File: src/rtl/quaddectest_cpu_oci_dct_packer_pkg.sv
// Shared constants and types for the DCT trace frame packer.
package quaddectest_cpu_oci_dct_pkg;

    localparam int REC_W  = 2;             // bits per DCT record
    localparam int DEPTH  = 15;            // records per full frame
    localparam int BUF_W  = REC_W * DEPTH; // 30-bit packed frame
    localparam int CNT_W  = 4;             // record count width
    localparam int STAT_W = 16;            // saturating statistics counter width

    typedef struct packed {
        logic [BUF_W-1:0] buffer;
        logic [CNT_W-1:0] count;
    } dct_frame_t;

    // Increment that sticks at all-ones instead of wrapping.
    function automatic logic [STAT_W-1:0] sat_inc(input logic [STAT_W-1:0] v);
        return (v == '1) ? v : v + STAT_W'(1);
    endfunction

endpackage

File: src/rtl/quaddectest_cpu_oci_dct_packer_if.sv
// Record-in / frame-out handshake bundle of the DCT packer.
// master: the packer itself; slave: trace capture plus frame consumer side.
interface quaddectest_cpu_oci_dct_packer_if;
    import quaddectest_cpu_oci_dct_pkg::*;

    logic             rec_valid;
    logic [REC_W-1:0] rec_data;
    logic             rec_ready;
    logic             flush;
    logic             frm_valid;
    logic             frm_ready;
    logic [BUF_W-1:0] dct_buffer;
    logic [CNT_W-1:0] dct_count;

    modport master (
        input  rec_valid, rec_data, flush, frm_ready,
        output rec_ready, frm_valid, dct_buffer, dct_count
    );

    modport slave (
        output rec_valid, rec_data, flush, frm_ready,
        input  rec_ready, frm_valid, dct_buffer, dct_count
    );

endinterface

File: src/rtl/quaddectest_cpu_oci_dct_packer_slot.sv
// Output holding register: loaded by emit_i, drained by the consumer's ready.
module quaddectest_cpu_oci_dct_slot
    import quaddectest_cpu_oci_dct_pkg::*;
(
    input  logic       clk,
    input  logic       reset,
    input  logic       emit_i,
    input  dct_frame_t frame_i,
    input  logic       frm_ready_i,
    output logic       frm_valid_o,
    output dct_frame_t frame_o,
    output logic       slot_free_o
);

    logic       valid_q, valid_d;
    dct_frame_t frame_q, frame_d;

    // A new frame wins over draining; drained data is kept but marked invalid.
    always_comb begin
        valid_d = valid_q;
        frame_d = frame_q;
        if (emit_i) begin
            valid_d = 1'b1;
            frame_d = frame_i;
        end else if (frm_ready_i) begin
            valid_d = 1'b0;
        end
    end

    // Slot state register.
    always_ff @(posedge clk) begin
        if (reset) begin
            valid_q <= 1'b0;
            frame_q <= '0;
        end else begin
            valid_q <= valid_d;
            frame_q <= frame_d;
        end
    end

    assign frm_valid_o = valid_q;
    assign frame_o     = frame_q;
    assign slot_free_o = !valid_q || frm_ready_i;

endmodule

File: src/rtl/quaddectest_cpu_oci_dct_packer.sv
// DCT record packer: shifts 2-bit records into a 30-bit accumulator and
// hands full or flushed frames to a single-entry output slot.
// Optional feature macro: QUADDEC_DCT_STATS_EN adds frm_total / stall_cycles.
module quaddectest_cpu_oci_dct_packer
    import quaddectest_cpu_oci_dct_pkg::*;
(
    input  logic                          clk,
    input  logic                          reset,
    quaddectest_cpu_oci_dct_packer_if.master dct
`ifdef QUADDEC_DCT_STATS_EN
    ,
    output logic [STAT_W-1:0]             frm_total,
    output logic [STAT_W-1:0]             stall_cycles
`endif
);

    logic [BUF_W-1:0] acc_buf_q, acc_buf_d;
    logic [CNT_W-1:0] acc_cnt_q, acc_cnt_d;
    logic             flush_pend_q, flush_pend_d;

    logic             rec_ready;
    logic             accept;
    logic [CNT_W-1:0] post_cnt;
    logic [BUF_W-1:0] post_buf;
    logic             emit_req;
    logic             emit;
    logic             slot_free;
    dct_frame_t       slot_frame;

    // Ready comes from registered state only, so FULL stalls until the slot moves.
    assign rec_ready = (acc_cnt_q != CNT_W'(DEPTH));
    assign accept    = dct.rec_valid && rec_ready;
    assign post_cnt  = acc_cnt_q + CNT_W'(accept);
    assign post_buf  = accept ? {acc_buf_q[BUF_W-REC_W-1:0], dct.rec_data} : acc_buf_q;
    assign emit_req  = (post_cnt == CNT_W'(DEPTH)) ||
                       ((post_cnt != '0) && (dct.flush || flush_pend_q));
    assign emit      = emit_req && slot_free;

    // Accumulator and pending-flush next state; an empty flush is dropped.
    always_comb begin
        acc_buf_d    = post_buf;
        acc_cnt_d    = post_cnt;
        flush_pend_d = flush_pend_q;
        if (emit) begin
            acc_buf_d    = '0;
            acc_cnt_d    = '0;
            flush_pend_d = 1'b0;
        end else if (dct.flush) begin
            flush_pend_d = (post_cnt != '0);
        end
    end

    // Accumulator state register.
    always_ff @(posedge clk) begin
        if (reset) begin
            acc_buf_q    <= '0;
            acc_cnt_q    <= '0;
            flush_pend_q <= 1'b0;
        end else begin
            acc_buf_q    <= acc_buf_d;
            acc_cnt_q    <= acc_cnt_d;
            flush_pend_q <= flush_pend_d;
        end
    end

    quaddectest_cpu_oci_dct_slot u_slot (
        .clk         (clk),
        .reset       (reset),
        .emit_i      (emit),
        .frame_i     ('{buffer: post_buf, count: post_cnt}),
        .frm_ready_i (dct.frm_ready),
        .frm_valid_o (dct.frm_valid),
        .frame_o     (slot_frame),
        .slot_free_o (slot_free)
    );

    assign dct.rec_ready  = rec_ready;
    assign dct.dct_buffer = slot_frame.buffer;
    assign dct.dct_count  = slot_frame.count;

`ifdef QUADDEC_DCT_STATS_EN
    logic [STAT_W-1:0] frm_total_q;
    logic [STAT_W-1:0] stall_cycles_q;

    // Saturating counts of completed frame handshakes and stalled records.
    always_ff @(posedge clk) begin
        if (reset) begin
            frm_total_q    <= '0;
            stall_cycles_q <= '0;
        end else begin
            if (dct.frm_valid && dct.frm_ready) frm_total_q <= sat_inc(frm_total_q);
            if (dct.rec_valid && !rec_ready)    stall_cycles_q <= sat_inc(stall_cycles_q);
        end
    end

    assign frm_total    = frm_total_q;
    assign stall_cycles = stall_cycles_q;
`endif

endmodule

File: src/flat_wrapper.sv
// flat-port wrapper written by rule: the top's interface ports become plain ports
module quaddectest_cpu_oci_dct_packer_flat import quaddectest_cpu_oci_dct_pkg::*;
  (clk, reset, dct_rec_valid, dct_rec_data, dct_flush, dct_frm_ready, dct_rec_ready, dct_frm_valid, dct_dct_buffer, dct_dct_count);
  quaddectest_cpu_oci_dct_packer_if dct_i ();
  input  logic clk;
  input  logic reset;
  input wire logic [$bits(dct_i.rec_valid)-1:0] dct_rec_valid;
  input wire logic [$bits(dct_i.rec_data)-1:0] dct_rec_data;
  input wire logic [$bits(dct_i.flush)-1:0] dct_flush;
  input wire logic [$bits(dct_i.frm_ready)-1:0] dct_frm_ready;
  output wire logic [$bits(dct_i.rec_ready)-1:0] dct_rec_ready;
  output wire logic [$bits(dct_i.frm_valid)-1:0] dct_frm_valid;
  output wire logic [$bits(dct_i.dct_buffer)-1:0] dct_dct_buffer;
  output wire logic [$bits(dct_i.dct_count)-1:0] dct_dct_count;
  assign dct_i.rec_valid = dct_rec_valid;
  assign dct_i.rec_data = dct_rec_data;
  assign dct_i.flush = dct_flush;
  assign dct_i.frm_ready = dct_frm_ready;
  assign dct_rec_ready = dct_i.rec_ready;
  assign dct_frm_valid = dct_i.frm_valid;
  assign dct_dct_buffer = dct_i.dct_buffer;
  assign dct_dct_count = dct_i.dct_count;
  quaddectest_cpu_oci_dct_packer u_core (.clk(clk), .reset(reset), .dct(dct_i));
endmodule
File: config.mk
export PLATFORM = sky130hd
export DESIGN_NAME = quaddectest_cpu_oci_dct_packer_flat
export DESIGN_NICKNAME = d
export VERILOG_FILES = /design/src/rtl/quaddectest_cpu_oci_dct_packer_pkg.sv /design/src/rtl/quaddectest_cpu_oci_dct_packer_if.sv /design/src/rtl/quaddectest_cpu_oci_dct_packer_slot.sv /design/src/rtl/quaddectest_cpu_oci_dct_packer.sv /design/src/flat_wrapper.sv
export SDC_FILE = /design/constraint.sdc
export NUM_CORES = 1
export LEC_CHECK = 0
export ABC_AREA = 1
export BUFFER_PORTS_ARGS = -buffer_cell sky130_fd_sc_hd__buf_2
export CAP_MARGIN = 10
export CORE_ASPECT_RATIO = 0.5
export CORE_MARGIN = 2
export CORE_UTILIZATION = 55
export DETAILED_ROUTE_END_ITERATION = 6
export MAX_ROUTING_LAYER = met4
export PLACE_DENSITY_LB_ADDON = 0.12
export SYNTH_ARGS = -nofsm -noshare
export SYNTH_HDL_FRONTEND = slang
export SYNTH_SLANG_ARGS = --single-unit
File: constraint.sdc
create_clock -name clk -period 3.65 [get_ports clk]
set_input_delay 0.73 -clock clk [delete_from_list [all_inputs] [get_ports clk]]
set_output_delay 0.73 -clock clk [all_outputs]
set_load 0.01 [all_outputs]
==> Yosys cells after proc, flatten, opt, wreduce, memory -nomap -nowiden <==
Index checks and enable logic that the tools add are counted.
{ "classes": {"reduce_logical": 10, "n_eq_ne": 2, "add_sub_neg": 1, "n_mux": 3} }
{ "op_table": {"columns": ["op", "n"], "rows": [
  ["$mux 30", 1],
  ["$add 4x1->4", 1],
  ["$eq 4x4->1 const B", 1],
  ["$ne 4x4->1 const B", 1],
  ["$reduce_bool 4->1", 1],
  ["$logic_and 1x1->1", 3],
  ["$logic_or 1x1->1", 3],
  ["$mux 1", 2],
  ["$reduce_bool 2->1", 1],
  ["$reduce_or 2->1", 1],
  ["$logic_not 1->1", 1]
]} }
{ "word_totals": {"elab_cells": 22, "output_inout_bits": 36, "register_bits": 70} }

==> Logic depth before layout (Yosys ltp) <==
Gate-level depths: netlist of the first run.
{ "logic_depth": {"word_depth": 8, "ltp_mapped": 17, "ltp_nobuf": 16} }

==> Cells and area by module <==
A second synthesis of the first run with hierarchy kept.
{ "hier_totals": {"hier_cells": 385, "hier_area_um2": 2810.2} }
{ "modules_own_cells": {"columns": ["mod", "cells_per_inst", "area_per_inst_um2", "n_inst"], "rows": [
  ["quaddectest_cpu_oci_dct_packer", 234, 1589.0, 1],
  ["quaddectest_cpu_oci_dct_slot", 151, 1221.2, 1]
]} }

==> Worst setup path before layout of the first run <==
OpenSTA, ideal clock, no wires.
{ "synth_path": {"kind": "input -> register", "startpoint": "input port dct_rec_valid", "endpoint": "register u_core.u_slot.frame_q, in the netlist u_core.u_slot.frame_o[26]", "path_slack_ns": 1.074, "path_buffers": 3, "t_arrival_ns": 2.463, "required_time_ns": 3.537, "path_stages": 15, "path_cell_list": "nand2_2 clkbuf_1 inv_1 ha_1 ha_1 inv_1 nand2_1 nor2_2 nand2_1 nand2_1 nand2_2 buf_6 buf_8 a21oi_2 nor2_1"} }
{ "synth_between": {"elab_chain_len": 6, "elab_cells_between_ends": 8, "classes_between": "add/sub: 1; eq/ne: 1; mux: 1; reduce/logical: 5"} }
{ "synth_rtl": {"columns": ["element", "line_no", "text"], "rows": [
  ["start: declaration", "flat_wrapper.sv:7", "input wire logic [$bits(dct_i.rec_valid)-1:0] dct_rec_valid;"],
  ["$logic_and 1x1->1 (*)", "quaddectest_cpu_oci_dct_packer.sv:32", "assign accept = dct.rec_valid && rec_ready;"],
  ["$add 4x1->4 (*)", "quaddectest_cpu_oci_dct_packer.sv:33", "assign post_cnt = acc_cnt_q + CNT_W'(accept);"],
  ["net u_core.post_cnt[1]", "quaddectest_cpu_oci_dct_packer.sv:23", "logic [CNT_W-1:0] post_cnt;"],
  ["$reduce_bool 4->1", "quaddectest_cpu_oci_dct_packer.sv:36", "((post_cnt != '0) && (dct.flush || flush_pend_q));"],
  ["$logic_and 1x1->1", "quaddectest_cpu_oci_dct_packer.sv:36", null],
  ["$logic_or 1x1->1 (*)", "quaddectest_cpu_oci_dct_packer.sv:35", "assign emit_req = (post_cnt == CNT_W'(DEPTH)) ||"],
  ["$logic_and 1x1->1 (*)", "quaddectest_cpu_oci_dct_packer.sv:37", "assign emit = emit_req && slot_free;"],
  ["end signal: assignment", "quaddectest_cpu_oci_dct_packer_slot.sv:37", "frame_q <= frame_d;"],
  ["end: declaration", "quaddectest_cpu_oci_dct_packer_slot.sv:16", "dct_frame_t frame_q, frame_d;"]
]} }
Mark *: on every way through the listed nets, which the timed path passes. The rest lies on a longest branch.
A chain may end at the register's enable or synchronous reset.

==> Final worst setup path of the first run <==
{ "layout_path": {"startpoint": "register u_core.acc_cnt_q[2]", "endpoint": "register u_core.acc_buf_q[24]"} }
{ "layout_between": {"elab_chain_len": 8, "elab_cells_between_ends": 10, "classes_between": "add/sub: 1; eq/ne: 2; mux: 1; reduce/logical: 6"} }
{ "layout_rtl": {"columns": ["element", "line_no", "text"], "rows": [
  ["start: declaration", "quaddectest_cpu_oci_dct_packer.sv:18", "logic [CNT_W-1:0] acc_cnt_q, acc_cnt_d;"],
  ["start signal: assignment", "quaddectest_cpu_oci_dct_packer.sv:61", "acc_cnt_q <= acc_cnt_d;"],
  ["$ne 4x4->1 (*)", "quaddectest_cpu_oci_dct_packer.sv:31", "assign rec_ready = (acc_cnt_q != CNT_W'(DEPTH));"],
  ["$logic_and 1x1->1 (*)", "quaddectest_cpu_oci_dct_packer.sv:32", null],
  ["$add 4x1->4 (*)", "quaddectest_cpu_oci_dct_packer.sv:33", null],
  ["net u_core.post_cnt[1]", "quaddectest_cpu_oci_dct_packer.sv:23", null],
  ["$reduce_bool 4->1", "quaddectest_cpu_oci_dct_packer.sv:36", null],
  ["$logic_and 1x1->1", "quaddectest_cpu_oci_dct_packer.sv:36", null],
  ["$logic_or 1x1->1 (*)", "quaddectest_cpu_oci_dct_packer.sv:35", null],
  ["$logic_and 1x1->1 (*)", "quaddectest_cpu_oci_dct_packer.sv:37", null],
  ["$reduce_or 2->1 (no line) (*)", null, null],
  ["end signal: assignment", "quaddectest_cpu_oci_dct_packer.sv:60", "acc_buf_q <= acc_buf_d;"],
  ["end: declaration", "quaddectest_cpu_oci_dct_packer.sv:17", "logic [BUF_W-1:0] acc_buf_q, acc_buf_d;"]
]} }
Marked as above.

==> qor.txt, run 1 <==
Initial antenna violation count: 0
Die area: 5920 um^2
Worst hold slack: 0.482 ns
Root buf cell: clkbuf_8
DIE HEIGHT: 55.4 um
Number of setup violations in the final report: 0
Clock Latency Late Sink: 0.34 ns
Sw Pwr: 574 uW
Mapped cell area: 2910 um^2
Initial Util: 0.582
Crit. End Element: flip-flop
Seq/Total Area, Yosys: 0.482
Power per standard cell area: 568 nW/um^2
Die X: 107 um
Critical-path maximum fanout: 35
Static Leak: 1.53 nW
Clk slew on worst S/H paths: 0.07 ns
CP required: 3.91 ns
Iter 0 DRT Violations: 113
Setup_tns: 0 ns
Filler cell count: 452
Clock skew: 0.00587 ns
Setup CP Type: flip-flop to flip-flop
Pre-antenna DRT Iters: 5
Io pins: 43
CTS tree: done
RSZ-0062 raised after global routing: no
Switching share of power: 0.311
Hold Crit Endpoint: u_core.u_slot.frame_o[8]$_SDFFE_PP0P_
Startpoint Class: flip-flop
Top FF cell, synth: dfxtp_1
Synth Register Bits: 70
Number of synthesized flops with an enable pin: 0
Count leader, synth: nand2_1
Storage cell area: 1400 um^2
Distinct cells, synth: 20
Reg2reg start: u_core.acc_cnt_q[2]$_SDFF_PP0_
Final ANT Viol Nets: 0
Max Slew Vio Count: 0
Reg2Reg Capture Point: u_core.acc_buf_q[24]$_SDFF_PP0_
Vias per cell: 4.84
Post CTS Setup Buffer Count: 0
VDD IR max: 362 uV
Setup ws final: 0.917 ns
Wirelength per Cell: 10.9 um
Synth warnings: 0
Diode count: 0
Hold Vio Cnt, Final: 0
First-pass GRT wire length: 9.42 mm
Hold Crit Class: flip-flop to flip-flop
DRC Markers: 0
Vias: 2408
Layout area overhead: 11.5%
Worst slew pin tran: 0.807 ns
Final Wtd Congestion: 0.770
CTS Buf Count: 9
Vias in the first global route: 2129
Avg Inst Size Synth: 7.39 um^2
GR Overflow Total: 0
Min-delay src: u_core.u_slot.frame_o[8]$_SDFFE_PP0P_
Post-cts sizing count: 0
Fin crit share: 0.749
Yosys top cell area share: 0.482
Register-to-Register Path Depth: 14
Gate power share: 0.234
Htree depth: 3
DP HPWL: 3.36 mm
Detailed Route WL: 5.41 mm
Multi-input logic area: 1210 um^2
CP Data Arrival Time: 2.99 ns
Total core area: 5000 um^2
Syn_nets: 403
Nets@finish: 433
CTS sink cnt: 70
# port buffers: 42
Dominant cell type by area after synthesis: dfxtp_1
CTS Buffer Depth: 2
Pint: 1.27 mW
Share of layout cells above drive strength 1: 0.196
Hold buffer count at cts: 0
Status: completed
Achievable Freq: 0.366 GHz
Synth top cells by count: nand2_1 (77), dfxtp_1 (70), nor2_1 (69)
Min Tclk post-route: 2.73 ns
Largest net degree at the start of global routing: 70
Post-Synthesis Cells: 394
FFs w/ async S/R, synth: 0
Max Cap Viol: 0
Reg-to-reg setup timing slack: 0.92 ns
Pre-CTS setup slack: 0.624 ns
Hold path depth: 2
Clk pwr share: 0.272
GRT Total Usage: 0.205
Largest cells by area after synthesis: dfxtp_1 (48%), nand2_1 (9.9%), nor2_1 (8.9%)
Flop pwr share: 0.494
Max-slew headroom: 0.462
Row count: 18
area by class of cell:
class / count / area share
clock buffer: 13 / 0.0428
clock inverter: 2 / 0.00309
inverter: 41 / 0.0474
multi-input combinational: 257 / 0.372
sequential: 70 / 0.432
tap: 70 / 0.0270
timing repair buffer: 45 / 0.0756
flip-flops by register name (all words and copies together), names as in the netlist:
signal                     count
u_core.u_slot.frm_valid_o      1
u_core.flush_pend_q            1
u_core.acc_cnt_q               4
u_core.acc_buf_q              30
u_core.u_slot.frame_o         34
kinds of logic (layout without fill, tap and decap cells):
logic type,after synthesis,count (layout),share of synthesized area
buf+inv,67,101,0.104
flops,70,70,0.482
fa+ha+maj,2,2,0.00860
compound gates,64,64,0.136
simple gates,191,191,0.270
worst max-delay path: stages, from the launching register on:
cell	delay, ns
dfxtp_1	0.39
nand4_1	0.15
nand2_2	0.10
inv_1	0.04
ha_1	0.20
ha_1	0.29
inv_1	0.09
nand2_1	0.07
nor2_2	0.12
nand2_1	0.06
nand2_1	0.07
nand2_2	0.29
nand2_2	0.17
nand2_2	0.38
nor2_1	0.23
routing by layer:
layer  track usage  vias up  wire length, um
met4        0.0501        0               38
li1              -     1292                -
met5             -        -                0
met1         0.254     1071             2690
met3        0.0791        5              259
met2         0.318       40             2430
power by group through the flow:
stage	Clock (mW)	Sequential [mW]	Combinational, mW
final	0.501	0.910	0.430
after floorplan	0	0.953	0.306
after global routing	0.552	0.922	0.490
after detailed placement	0	0.927	0.434
after CTS	0.518	0.910	0.436
after global placement	0	0.922	0.424
worst max path at each step:
stage / startpoint / to / slack (ns)
CTS: u_core.acc_cnt_q[2]$_SDFF_PP0_ / u_core.acc_buf_q[26]$_SDFF_PP0_ / 0.90
detailed placement: dct_rec_valid / u_core.acc_buf_q[26]$_SDFF_PP0_ / 0.62
floorplan: dct_rec_valid / u_core.u_slot.frame_o[26]$_SDFFE_PP0P_ / 1.07
finish: u_core.acc_cnt_q[2]$_SDFF_PP0_ / u_core.acc_buf_q[24]$_SDFF_PP0_ / 0.92
global placement: dct_rec_valid / u_core.flush_pend_q$_SDFFE_PP0P_ / 0.76
global route: u_core.acc_cnt_q[2]$_SDFF_PP0_ / u_core.acc_buf_q[18]$_SDFF_PP0_ / 0.55
per-stage QoR:
| stage | area, um^2 | instances | power [mW] | util |
|---|---|---|---|---|
| 4_1_cts | 3240 | 498 | 1.86 | 0.649 |
| 5_1_grt | 3240 | 498 | 1.96 | 0.649 |
| 3_5_place_dp | 3100 | 483 | 1.36 | 0.619 |
| 6_report | 3240 | 498 | 1.84 | 0.649 |
| 3_3_place_gp | 3100 | 483 | 1.35 | 0.619 |
| 2_1_floorplan | 2910 | 394 | 1.26 | - |
cells in the final DEF, fill, tap and decap left out:
| cell type | instances |
|---|---|
| inv_2 | 1 |
| inv_1 | 40 |
| clkinv_2 | 2 |
| nand3_1 | 36 |
| ha_1 | 2 |
| buf_4 | 2 |
| or2_2 | 1 |
| nand2_2 | 5 |
| clkbuf_1 | 4 |
| nand2_1 | 76 |
| clkbuf_8 | 9 |
| o21ai_0 | 30 |
| a21oi_2 | 20 |
| buf_2 | 42 |
| nor2_1 | 69 |
| nor2_2 | 1 |
| nand4_1 | 3 |
| a21oi_1 | 14 |
| dfxtp_1 | 70 |
| buf_12 | 1 |
(Power assumes the default switching activity.)
==> inputs of run 2 (changes only) <==
==> constraint.sdc (replaced) <==
create_clock -name clk -period 2.7 [get_ports clk]
set_input_delay 0.54 -clock clk [delete_from_list [all_inputs] [get_ports clk]]
set_output_delay 0.54 -clock clk [all_outputs]
set_load 0.01 [all_outputs]
==> qor.txt, run 2 (synthesis gave the netlist of run 1 again) <==
Routed length on met3: 275 um
Wirelength per Cell: 11.0 um
Detailed Route WL: 5.55 mm
CP Data Arrival Time: 2.52 ns
DP HPWL: 3.61 mm
Most common cell after layout, fill and taps aside: nand2_1
Metal2 WL: 2.57 mm
Clk slew on worst S/H paths: 0.07 ns
Startpoint Class: flip-flop
Diode count: 0
Share of layout cells above drive strength 1: 0.211
Die area: 5920 um^2
Power per standard cell area: 795 nW/um^2
Vias in the first global route: 2269
First-pass GRT wire length: 9.73 mm
Clock skew: 0.00801 ns
Die X: 107 um
Max reg flops: 34
Setup CP Type: flip-flop to flip-flop
Hold Crit Endpoint: u_core.u_slot.frame_o[16]$_SDFFE_PP0P_
Max stage delay on crit path: 0.40 ns
Max Cap Viol: 0
Critical-path maximum fanout: 35
CTS Buffer Depth: 2
DIE HEIGHT: 55.4 um
Iter 0 DRT Violations: 91
Vias per cell: 5.01
CP max-delay cell: dfxtp_1
Crit path cell chain: nand4_1 > nand2_2 > inv_1 > ha_1 > ha_1 > inv_1 > nand2_1 > nor2_2 > nand2_1 > nand2_1 > nand2_2 > nand2_2 > nand2_4 > nor2_1
Hold path depth: 2
Wl on met1: 2.65 mm
Achievable Freq: 0.446 GHz
Setup_tns: 0 ns
Static Leak: 1.57 nW
Max-slew headroom: 0.685
Worst slew pin tran: 0.472 ns
Final Util: 0.663
Reg-to-reg setup timing slack: 0.46 ns
Io pins: 43
Status: completed
Total power: 2.63 mW
Number of setup violations in the final report: 0
Initial Util: 0.582
Fin crit share: 0.830
Max Slew Vio Count: 0
Final cell count without fillers: 502
Reg2Reg Capture Point: u_core.acc_cnt_q[1]$_SDFF_PP0_
GR Overflow Total: 0
CTS Buf Count: 9
RSZ-0062 raised after global routing: no
Crit. End Element: flip-flop
Total core area: 5000 um^2
Hold Crit Class: flip-flop to flip-flop
DRC Markers: 0
Hold Vio Cnt, Final: 0
DR top layer: met4
Root buf cell: clkbuf_8
CTS sink cnt: 70
Row count: 18
Final Wtd Congestion: 0.757
CP required: 2.98 ns
Nets@finish: 436
VDD IR max: 511 uV
Reg2reg start: u_core.acc_cnt_q[2]$_SDFF_PP0_
Htree depth: 3
CTS tree: done
Final ANT Viol Nets: 0
Register-to-Register Path Depth: 14
Hold buffer count at cts: 0
Clock Latency Late Sink: 0.35 ns
Min Tclk post-route: 2.24 ns
Largest net degree at the start of global routing: 61
Commonest cells after routing, fill and taps aside: nand2_1 (76), dfxtp_1 (70), nor2_1 (69)
GRT Total Usage: 0.213
Min-delay src: u_core.u_slot.frame_o[16]$_SDFFE_PP0P_
Initial antenna violation count: 0
Worst hold slack: 0.477 ns
# port buffers: 42
Pre-antenna DRT Iters: 4
Placed Cells incl. Taps: 486
Vias: 2513
Layout area overhead: 13.8%
==> run 2: layer usage <==
metal,global-route usage,vias to the layer above
met2,0.338,42
met4,0.0705,0
met5,-,-
met3,0.0826,7
met1,0.248,1152
li1,-,1312
==> run 2: worst max-delay path by stage <==
stage,startpoint,to,slack [ns],depth (start not counted)
CTS,u_core.acc_cnt_q[2]$_SDFF_PP0_,u_core.acc_cnt_q[1]$_SDFF_PP0_,0.25,14
detailed placement,dct_rec_valid,u_core.acc_cnt_q[1]$_SDFF_PP0_,0.16,14
global placement,dct_rec_valid,u_core.acc_cnt_q[1]$_SDFF_PP0_,0.28,14
global route,u_core.acc_cnt_q[1]$_SDFF_PP0_,u_core.acc_buf_q[17]$_SDFF_PP0_,0.18,14
finish,u_core.acc_cnt_q[2]$_SDFF_PP0_,u_core.acc_cnt_q[1]$_SDFF_PP0_,0.46,14
floorplan,u_core.acc_cnt_q[2]$_SDFF_PP0_,u_core.u_slot.frame_o[26]$_SDFFE_PP0P_,0.25,16
==> run 2: repair_timing <==
action	CTS	global route
setup buffers	0	0
endpoints found under the setup margin	0	10
gates resized for setup	0	1
==> run 2: critical path, delay by kind of cell, from the launching register on <==
kind,cells,cell delay (ns)
simple gates,10,1.13
flops,1,0.40
fa+ha+maj,2,0.50
buf+inv,2,0.13
==> run 2: final cells by class <==
type                    instances  area [um^2]
inverters                      41          154
flip-flops and latches         70         1400
fillers                       473         1690
clock buffers                  10          128
well taps                      70         87.6
repair buffers                 48          268
clock inverters                 6         62.6
multi-input cells             257         1210
==> run 2: through the flow <==
stage / cell area (um^2) / worst slack (ns)
5_1_grt: 3310 / 0.182
3_5_place_dp: 3120 / 0.161
6_report: 3310 / 0.458
4_1_cts: 3310 / 0.249
2_1_floorplan: 2910 / 0.247
3_3_place_gp: 3120 / 0.284
==> run 2: power by group <==
part           switching, mW  internal [mW]  total (mW)
Clock                  0.386          0.425       0.811
Combinational          0.359          0.232       0.591
Sequential            0.0693           1.16        1.23
==> inputs of run 3 (changes only) <==
==> constraint.sdc (replaced) <==
create_clock -name clk -period 2.2 [get_ports clk]
set_input_delay 0.44 -clock clk [delete_from_list [all_inputs] [get_ports clk]]
set_output_delay 0.44 -clock clk [all_outputs]
set_load 0.01 [all_outputs]
==> qor.txt, run 3 (synthesis gave the netlist of run 1 again) <==
Share of layout cells above drive strength 1: 0.245
Vias in the first global route: 2208
Status: completed
Root buf cell: clkbuf_8
Register-to-Register Path Depth: 14
Fin crit share: 0.942
Reg-to-reg setup timing slack: 0.13 ns
GRT Total Usage: 0.209
CTS sink cnt: 70
Crit path buf inv count: 3
GR Overflow Total: 0
Pre-CTS setup slack: 0.100 ns
Row count: 18
CP Data Arrival Time: 2.31 ns
Detailed Route WL: 5.71 mm
CTS Buffer Depth: 2
Placed cell areas: 3230 um^2
Layout area overhead: 21.1%
Worst hold slack: 0.386 ns
Min-delay src: dct_flush
Most common cell after layout, fill and taps aside: nand2_1
First-pass GRT wire length: 9.46 mm
Die X: 107 um
CP required: 2.44 ns
Iter 0 DRT Violations: 114
VDD IR max: 619 uV
Crit-path most repeated cell: nand2_4
Diode count: 0
Number of setup violations in the final report: 0
Setup CP Type: flip-flop to flip-flop
Initial Util: 0.582
Nets@finish: 441
Worst slew pin tran: 0.619 ns
Die area: 5920 um^2
Clock Latency Late Sink: 0.36 ns
Static Leak: 1.64 nW
Vias per cell: 4.95
Hold path depth: 4
Final ANT Viol Nets: 0
Fin area: 3520 um^2
Max Slew Vio Count: 0
Total core area: 5000 um^2
Initial antenna violation count: 0
Achievable Freq: 0.482 GHz
Startpoint Class: flip-flop
CP max-delay cell: dfxtp_4
Min Tclk post-route: 2.07 ns
Clk slew on worst S/H paths: 0.07 ns
DRC Markers: 0
Reg2reg start: u_core.acc_cnt_q[1]$_SDFF_PP0_
Setup ws final: 0.127 ns
Final cell count without fillers: 507
Hold Crit Endpoint: u_core.flush_pend_q$_SDFFE_PP0P_
Wirelength per Cell: 11.3 um
Power per standard cell area: 995 nW/um^2
Max stage delay on crit path: 0.37 ns
Hold Crit Class: input pin to flip-flop
RSZ-0062 raised after global routing: yes
CTS tree: done
Hold Vio Cnt, Final: 0
Setup_tns: 0 ns
Placed Cells incl. Taps: 489
Reg2Reg Capture Point: u_core.acc_buf_q[9]$_SDFF_PP0_
Critical-path maximum fanout: 13
DIE HEIGHT: 55.4 um
Max Cap Viol: 0
Htree depth: 3
CTS Buf Count: 9
Final Wtd Congestion: 0.789
Clock skew: 0.00967 ns
Crit path cell chain: nand4_1 > nand2_2 > inv_2 > ha_4 > ha_4 > inv_1 > nand2_1 > nand2_1 > nand4_1 > nand2_4 > nand2_4 > nand2_4 > clkbuf_16 > nor2_1
DP HPWL: 3.69 mm
Top delay family on crit path: simple AND/OR/NAND/NOR gates
Max-slew headroom: 0.586
Commonest cells after routing, fill and taps aside: nand2_1 (75), nor2_1 (69), dfxtp_1 (66)
Largest net degree at the start of global routing: 61
Max reg flops: 34
Io pins: 43
# port buffers: 42
Pre-antenna DRT Iters: 4
Vias: 2511
Crit. End Element: flip-flop
Filler cell count: 430
[run 3: final cells by class]
class,count,area (um^2),share of cell area
tap,70,87.6,0.0249
clock inverter,7,103,0.0291
clock buffer,9,124,0.0352
sequential,70,1410,0.401
timing repair buffer,53,389,0.110
multi-input combinational,257,1250,0.356
inverter,41,154,0.0437
[run 3: how the worst max path moves through the flow]
stage	cells past startpoint	end	startpoint
6_report	14	u_core.acc_buf_q[9]$_SDFF_PP0_	u_core.acc_cnt_q[1]$_SDFF_PP0_
5_1_grt	14	u_core.acc_buf_q[9]$_SDFF_PP0_	u_core.acc_cnt_q[1]$_SDFF_PP0_
4_1_cts	15	u_core.acc_buf_q[13]$_SDFF_PP0_	u_core.acc_cnt_q[2]$_SDFF_PP0_
3_5_place_dp	15	u_core.acc_buf_q[29]$_SDFF_PP0_	dct_rec_valid
3_3_place_gp	15	u_core.acc_cnt_q[1]$_SDFF_PP0_	dct_rec_valid
2_1_floorplan	16	u_core.u_slot.frame_o[26]$_SDFFE_PP0P_	u_core.acc_cnt_q[1]$_SDFF_PP0_
[run 3: power by group]
group          switching, mW  leakage, nW  internal (mW)
Combinational          0.463        0.951          0.348
Clock                  0.532        0.111          0.654
Sequential            0.0863        0.578           1.42
[run 3: per-layer routing]
metal	track usage	wire length, um	vias to the layer above
met5	-	0	-
met4	0.0612	74	0
met3	0.0826	286	12
met2	0.341	2550	45
met1	0.239	2800	1141
li1	-	-	1313
[run 3: through the flow]
stage / util / power (mW)
after CTS: 0.692 / 3.51
after global routing: 0.705 / 3.70
after detailed placement: 0.646 / 2.33
after floorplan: - / 2.10
after global placement: 0.646 / 2.30
final: 0.705 / 3.51
[run 3: worst reg2reg max path, cell delays in order, from the launching register on]
cell       delay, ns
dfxtp_4         0.37
nand4_1         0.13
nand2_2         0.11
inv_2           0.05
ha_4            0.17
ha_4            0.15
inv_1           0.04
nand2_1         0.04
nand2_1         0.12
nand4_1         0.18
nand2_4         0.17
nand2_4         0.07
nand2_4         0.13
clkbuf_16       0.18
nor2_1          0.04
[run 3: timing repair]
item                                    in CTS  in global routing
hold buffers                                 0                  0
resized for setup                            0                  9
setup buffers                                0                  1
endpoints found under the setup margin       0                 65
